$ cat src/rtl/aud_player.sv
// aud_player: I2S DACDAT transmitter streaming 16-bit PCM words from SRAM, MSB first, left channel.
// Build option AUD_PLAYER_MONO_DUP_EN: resend each word on the right half-frame as well.
module aud_player #(
  parameter int DATA_W = 16,
  parameter int ADDR_W = 20
) (
  input  logic              i_clk,
  input  logic              i_rst_n,
  input  logic              i_lrc,
  input  logic              i_start,
  input  logic              i_pause,
  input  logic              i_stop,
  input  logic [ADDR_W-1:0] i_end_addr,
  input  logic [DATA_W-1:0] i_sram_data,
  output logic [ADDR_W-1:0] o_address,
  output logic              o_dac_data,
  output logic              o_done
);

  // state    | meaning
  // S_IDLE   | stopped, address parked at 0
  // S_WAIT   | armed, load word on next LRC fall
  // S_SEND   | shifting the left word
  // S_HOLD   | word finished, waiting for next frame edge
  // S_PAUSE  | paused, address held for resume
  // S_DONE   | end address played
  // S_SEND_R | shifting the duplicated right word (mono dup builds only)
  localparam int CNT_W = $clog2(DATA_W + 1);
  localparam logic [CNT_W-1:0] CNT_LAST = CNT_W'(DATA_W);

`ifdef AUD_PLAYER_MONO_DUP_EN
  typedef enum logic [2:0] {
    S_IDLE, S_WAIT, S_SEND, S_HOLD, S_PAUSE, S_DONE, S_SEND_R
  } state_t;
`else
  typedef enum logic [2:0] {
    S_IDLE, S_WAIT, S_SEND, S_HOLD, S_PAUSE, S_DONE
  } state_t;
`endif

  state_t            state;
  logic              lrc_d;
  logic              pause_pending;
  logic [DATA_W-1:0] shreg;
  logic [CNT_W-1:0]  cnt;
  logic              fall;
  logic              last_word;
  logic              pause_now;

  // lrc_d also provides the one-BCLK I2S data delay after the LRC edge
  assign fall      = lrc_d & ~i_lrc;
  assign last_word = (o_address == i_end_addr);
  assign pause_now = pause_pending | i_pause;

`ifdef AUD_PLAYER_MONO_DUP_EN
  logic rise;
  logic right_due;
  assign rise = ~lrc_d & i_lrc;
`endif

  always_ff @(posedge i_clk or negedge i_rst_n) begin
    if (!i_rst_n) begin
      state         <= S_IDLE;
      o_address     <= '0;
      o_dac_data    <= 1'b0;
      o_done        <= 1'b0;
      lrc_d         <= 1'b1;
      cnt           <= '0;
      shreg         <= '0;
      pause_pending <= 1'b0;
`ifdef AUD_PLAYER_MONO_DUP_EN
      right_due     <= 1'b0;
`endif
    end else begin
      lrc_d <= i_lrc;
      if (i_stop) begin
        state         <= S_IDLE;
        o_address     <= '0;
        o_dac_data    <= 1'b0;
        o_done        <= 1'b0;
        cnt           <= '0;
        pause_pending <= 1'b0;
`ifdef AUD_PLAYER_MONO_DUP_EN
        right_due     <= 1'b0;
`endif
      end else begin
        case (state)
          S_IDLE: begin
            if (i_start && !i_pause) state <= S_WAIT;
          end
          S_WAIT: begin
            if (i_pause) begin
              state <= S_PAUSE;
            end else if (fall) begin
              o_dac_data <= i_sram_data[DATA_W-1];
              shreg      <= {i_sram_data[DATA_W-2:0], 1'b0};
              cnt        <= CNT_W'(1);
              state      <= S_SEND;
            end
          end
          S_SEND: begin
            if (i_pause) pause_pending <= 1'b1;
            if (cnt == CNT_LAST) begin
              o_dac_data <= 1'b0;
              cnt        <= '0;
`ifdef AUD_PLAYER_MONO_DUP_EN
              state      <= S_HOLD;
              right_due  <= 1'b1;
`else
              if (last_word) begin
                state  <= S_DONE;
                o_done <= 1'b1;
              end else begin
                o_address <= o_address + ADDR_W'(1);
                state     <= pause_now ? S_PAUSE : S_HOLD;
              end
              pause_pending <= 1'b0;
`endif
            end else begin
              o_dac_data <= shreg[DATA_W-1];
              shreg      <= {shreg[DATA_W-2:0], 1'b0};
              cnt        <= cnt + CNT_W'(1);
            end
          end
`ifdef AUD_PLAYER_MONO_DUP_EN
          S_SEND_R: begin
            if (i_pause) pause_pending <= 1'b1;
            if (cnt == CNT_LAST) begin
              o_dac_data <= 1'b0;
              cnt        <= '0;
              if (last_word) begin
                state  <= S_DONE;
                o_done <= 1'b1;
              end else begin
                o_address <= o_address + ADDR_W'(1);
                state     <= pause_now ? S_PAUSE : S_HOLD;
              end
              pause_pending <= 1'b0;
            end else begin
              o_dac_data <= shreg[DATA_W-1];
              shreg      <= {shreg[DATA_W-2:0], 1'b0};
              cnt        <= cnt + CNT_W'(1);
            end
          end
          // address is still on the left word, so SRAM data is re-read for the right copy
          S_HOLD: begin
            if (i_pause) begin
              state         <= S_PAUSE;
              right_due     <= 1'b0;
              pause_pending <= 1'b0;
            end else if (right_due && rise) begin
              o_dac_data <= i_sram_data[DATA_W-1];
              shreg      <= {i_sram_data[DATA_W-2:0], 1'b0};
              cnt        <= CNT_W'(1);
              right_due  <= 1'b0;
              state      <= S_SEND_R;
            end else if (!right_due && fall) begin
              o_dac_data <= i_sram_data[DATA_W-1];
              shreg      <= {i_sram_data[DATA_W-2:0], 1'b0};
              cnt        <= CNT_W'(1);
              state      <= S_SEND;
            end
          end
`else
          S_HOLD: begin
            if (i_pause) begin
              state <= S_PAUSE;
            end else if (fall) begin
              o_dac_data <= i_sram_data[DATA_W-1];
              shreg      <= {i_sram_data[DATA_W-2:0], 1'b0};
              cnt        <= CNT_W'(1);
              state      <= S_SEND;
            end
          end
`endif
          S_PAUSE: begin
            if (i_start && !i_pause) state <= S_WAIT;
          end
          S_DONE: begin
            if (i_start && !i_pause) begin
              state     <= S_WAIT;
              o_address <= '0;
              o_done    <= 1'b0;
            end
          end
          default: state <= S_IDLE;
        endcase
      end
    end
  end

endmodule

$ cat config.mk
export PLATFORM = sky130hd
export DESIGN_NAME = aud_player
export DESIGN_NICKNAME = d
export VERILOG_FILES = /design/src/rtl/aud_player.sv
export SDC_FILE = /design/constraint.sdc
export NUM_CORES = 1
export LEC_CHECK = 0
export CORE_ASPECT_RATIO = 1.4
export CORE_MARGIN = 3
export CORE_UTILIZATION = 28
export DETAILED_ROUTE_END_ITERATION = 8
export PLACE_DENSITY = 0.47
export SYNTH_ARGS = -nofsm -noshare
export SYNTH_HDL_FRONTEND = slang
export SYNTH_SLANG_ARGS = --single-unit
$ cat constraint.sdc
create_clock -name i_clk -period 2.6 [get_ports i_clk]
set_input_delay 0.52 -clock i_clk [delete_from_list [all_inputs] [get_ports i_clk]]
set_output_delay 0.52 -clock i_clk [all_outputs]
set_load 0.05 [all_outputs]
==> flow_summary_export.csv <==
group,metric,value,unit
power,powerDensity,514.9,nW/um^2
detailed_routing,drt_iter0_drc,108,
placed_design,port_buffers,63,
run,cap_violations,0,
worst_setup_path,worstPathMaxFanout,19,
synthesis,yosysWarnings,0,
finish,nets,431,
timing,max_slew_margin,58.38,%
worst_setup_path,start_kind,"input port",
synthesis,postSynth.asyncResetShare,100.0,%
grt,grt_pass1_vias,2591,
clock_tree,hold_buffers,0,
clock_tree,clk_pin_slew,70,ps
worst_hold_path,hold_path_class,"input port to async pin",
floorplanning,die_w,90.97,um
finish,syn_to_final_growth,32.98,%
clock_tree,clock_path_buffers,2,
synthesis,yosys.area.top_type,"dfrtp_1",
timing,max_freq,427.1,MHz
power,p_clk_share,34.6,%
synthesis,synth_top_area_share,40.67,%
synthesis,synth_most_common_cell,"dfrtp_1",
worst_setup_path,r2r_end,"o_address[7]$_DFFE_PN0P_",
placed_design,dp_hpwl,5599,um
worst_setup_path,reg2reg_slack,430,ps
worst_setup_path,worstPathRequired,2790,ps
placed_design,pre_cts_slack,-78.58,ps
clock_tree,postCtsSetupBuffers,0,
grt,met3_usage,2.945,%
floorplanning,boundaryPins,64,
grt,grt_max_degree,48,
floorplanning,die_y,125.0,um
synthesis,yosys-top-cells-area,"dfrtp_1 (41%), xor2_1 (6.2%), nand2_1 (5.8%)",
worst_setup_path,r2r_start,"o_address[9]$_DFFE_PN0P_",
timing,period_share,90.04,%
synthesis,netlist_instances,324,
placed_design,place_inst,511,
synthesis,synth_ff_type,"dfrtp_1",
clock_tree,cts_tree,"done",
synthesis,syn_area_per_cell,8.735,sq um
worst_setup_path,worstSetupPathDepth,8,
timing,hold_viol,0,
detailed_routing,drtPass1Iterations,4,
worst_setup_path,path_class,"input port to register",
grt,antenna_found_initial,0,
grt,globalRouteMet1Util,18.28,%
worst_setup_path,r2r.worst_path.cells,6,
clock_tree,cts_sinks,47,
power,p_sw_share,27.15,%
power,p_sw,526.2,uW
floorplanning,initial_core_util,29.27,%
worst_setup_path,slowest_delay,660,ps
synthesis,ys_ff_latch,47,
grt,grt_use_total,14.32,%
synthesis,synth_edf_count,0,
status,status,"finished clean",
detailed_routing,vias_per_cell,5.017,
timing,finalSetupViolCount,0,
finish,fill_cells,1026,
grt,gr-max-usage-layer,"met2",
detailed_routing,antenna_left,0,
detailed_routing,wirelength,7804,um
detailed_routing,drt-wirelength-per-cell,15.04,um
synthesis,ys_types,46,
floorplanning,die_area,11370,sq um
clock_tree,post_cts_resized,0,
timing,worst_pin_slew,624.3,ps
synthesis,postSynthNetCount,369,
power,p_int,1412,uW
grt,grt_pass1_wl,13330,um
worst_setup_path,cp_num_buf_inv,2,
detailed_routing,vias,2604,
synthesis,netlist_area,2830,sq um
power,p_leak,0.001526,uW
clock_tree,clk-insertion-delay-late,290,ps
synthesis,yosysSeqAreaShare,41.60,%
placed_design,globalplace.congestion,0.7888,
power,combinationalPowerShare,18.3,%
worst_setup_path,worst_ep_arrival_time,2530,ps
worst_setup_path,critPathTopFamily,"simple AND/OR/NAND/NOR gates",
timing,rsz0062_at_grt,"false",
synthesis,synthTopCellsByCount,"dfrtp_1 (46), nand2_1 (44), nor2_1 (32)",
timing,maxSlewViolCount,0,
grt,grt_overflow,0,
timing,finalCriticalPeriod,2341,ps
finish,antennaDiodeCount,0,
clock_tree,htree_levels,2,
power,ir_drop,0.2184,mV
floorplanning,fp-row-count,42,
worst_setup_path,cp_cell_sequence,"clkdlybuf4s50_1 -> xor2_1 -> nor4_1 -> buf_4 -> nand2_1 -> nor2_1 -> or4_4 -> o41ai_2",
worst_setup_path,cp_slowest_cell,"or4_4",
clock_tree,clock-root-buffer,"clkbuf_16",
clock_tree,cts_inserted_buffers,5,
worst_setup_path,end_kind,"register",
finish,drive_gt1_share,10.85,%
power,p_seq_share,47.2,%
finish,stdcell_count,519,
detailed_routing,route.detailed.drc,0,
grt,gr-usage-met2,24.20,%
floorplanning,core_area,9669,sq um
timing,fin_ws,258.9,ps
timing,skew,4.221,ps
worst register-to-register path: stages (launching register included):
cell	delay [ps]
dfrtp_1	500
xor2_1	270
nor4_1	110
nand3_2	100
nor2_1	70
or4_4	660
o41ai_2	360
worst max-delay path by stage:
stage | from | end | slack [ps]
2_1_floorplan | o_address[12]$_DFFE_PN0P_ | o_address[17]$_DFFE_PN0P_ | 330
3_3_place_gp | i_end_addr[9] | o_address[7]$_DFFE_PN0P_ | -20
3_5_place_dp | i_end_addr[9] | o_address[14]$_DFFE_PN0P_ | -80
4_1_cts | i_end_addr[9] | o_address[14]$_DFFE_PN0P_ | 250
5_1_grt | i_end_addr[1] | o_address[14]$_DFFE_PN0P_ | 120
6_report | i_end_addr[1] | o_address[7]$_DFFE_PN0P_ | 260
through the flow:
step	hold WS (ps)	instance area, sq um	utilization [%]	power (uW)	setup TNS, ps
6_report	320.2	3764	38.92	1938	0
3_5_place_dp	500.5	3608	37.32	1288	-194.8
3_3_place_gp	495.5	3608	37.32	1284	-53.51
4_1_cts	366.1	3764	38.92	1974	0
2_1_floorplan	224.4	2830	-	1142	0
5_1_grt	396.3	3764	38.92	2066	0
cell families (layout without fill, tap and decap cells):
kind of cell | Yosys count | in the layout | synth area share (%)
fa+ha+maj | 3 | 3 | 1.326
simple gates | 138 | 138 | 24.09
flops | 47 | 47 | 41.60
xor+xnor | 20 | 20 | 6.189
compound gates | 86 | 86 | 21.35
buf+inv | 29 | 92 | 5.084
mux | 1 | 1 | 0.3537
final cells by class:
| class | count | area [sq um] | share of cell area [%] |
|---|---|---|---|
| clock buffers | 6 | 138.9 | 3.690 |
| clock inverters | 2 | 16.27 | 0.4322 |
| inverters | 8 | 30.03 | 0.7979 |
| multi-input cells | 248 | 1513 | 40.19 |
| flip-flops and latches | 47 | 1177 | 31.28 |
| well taps | 132 | 165.2 | 4.388 |
| repair buffers | 76 | 723.2 | 19.22 |
placed cells by master, fill, tap and decap left out, drive strengths merged, types with 14 or more instances in the layout:
master          n
a31oi          21
buf            14
clkdlybuf4s50  62
dfrtp          46
nand2          44
nand3          18
nor2           32
o21ai          27
o31ai          17
xor2           20
registers in the layout, indices dropped and copies added (netlist names):
register,count
cnt,5
lrc_d,1
o_address,20
o_dac_data,1
o_done,1
pause_pending,1
shreg,15
state,3
power groups by stage:
stage	combinational [uW]	sequential, uW	clock (uW)
2_1_floorplan	232	909	0
3_3_place_gp	357	926	0
3_5_place_dp	360	929	0
4_1_cts	362	915	697
5_1_grt	408	930	728
6_report	354	914	670
routing by layer:
layer  vias up  wire [um]
met4         0         88
met5         -          0
met3         5        296
li1       1279          -
met2        50       3924
met1      1270       3495
Note: power is estimated with default switching activity, not from simulation.
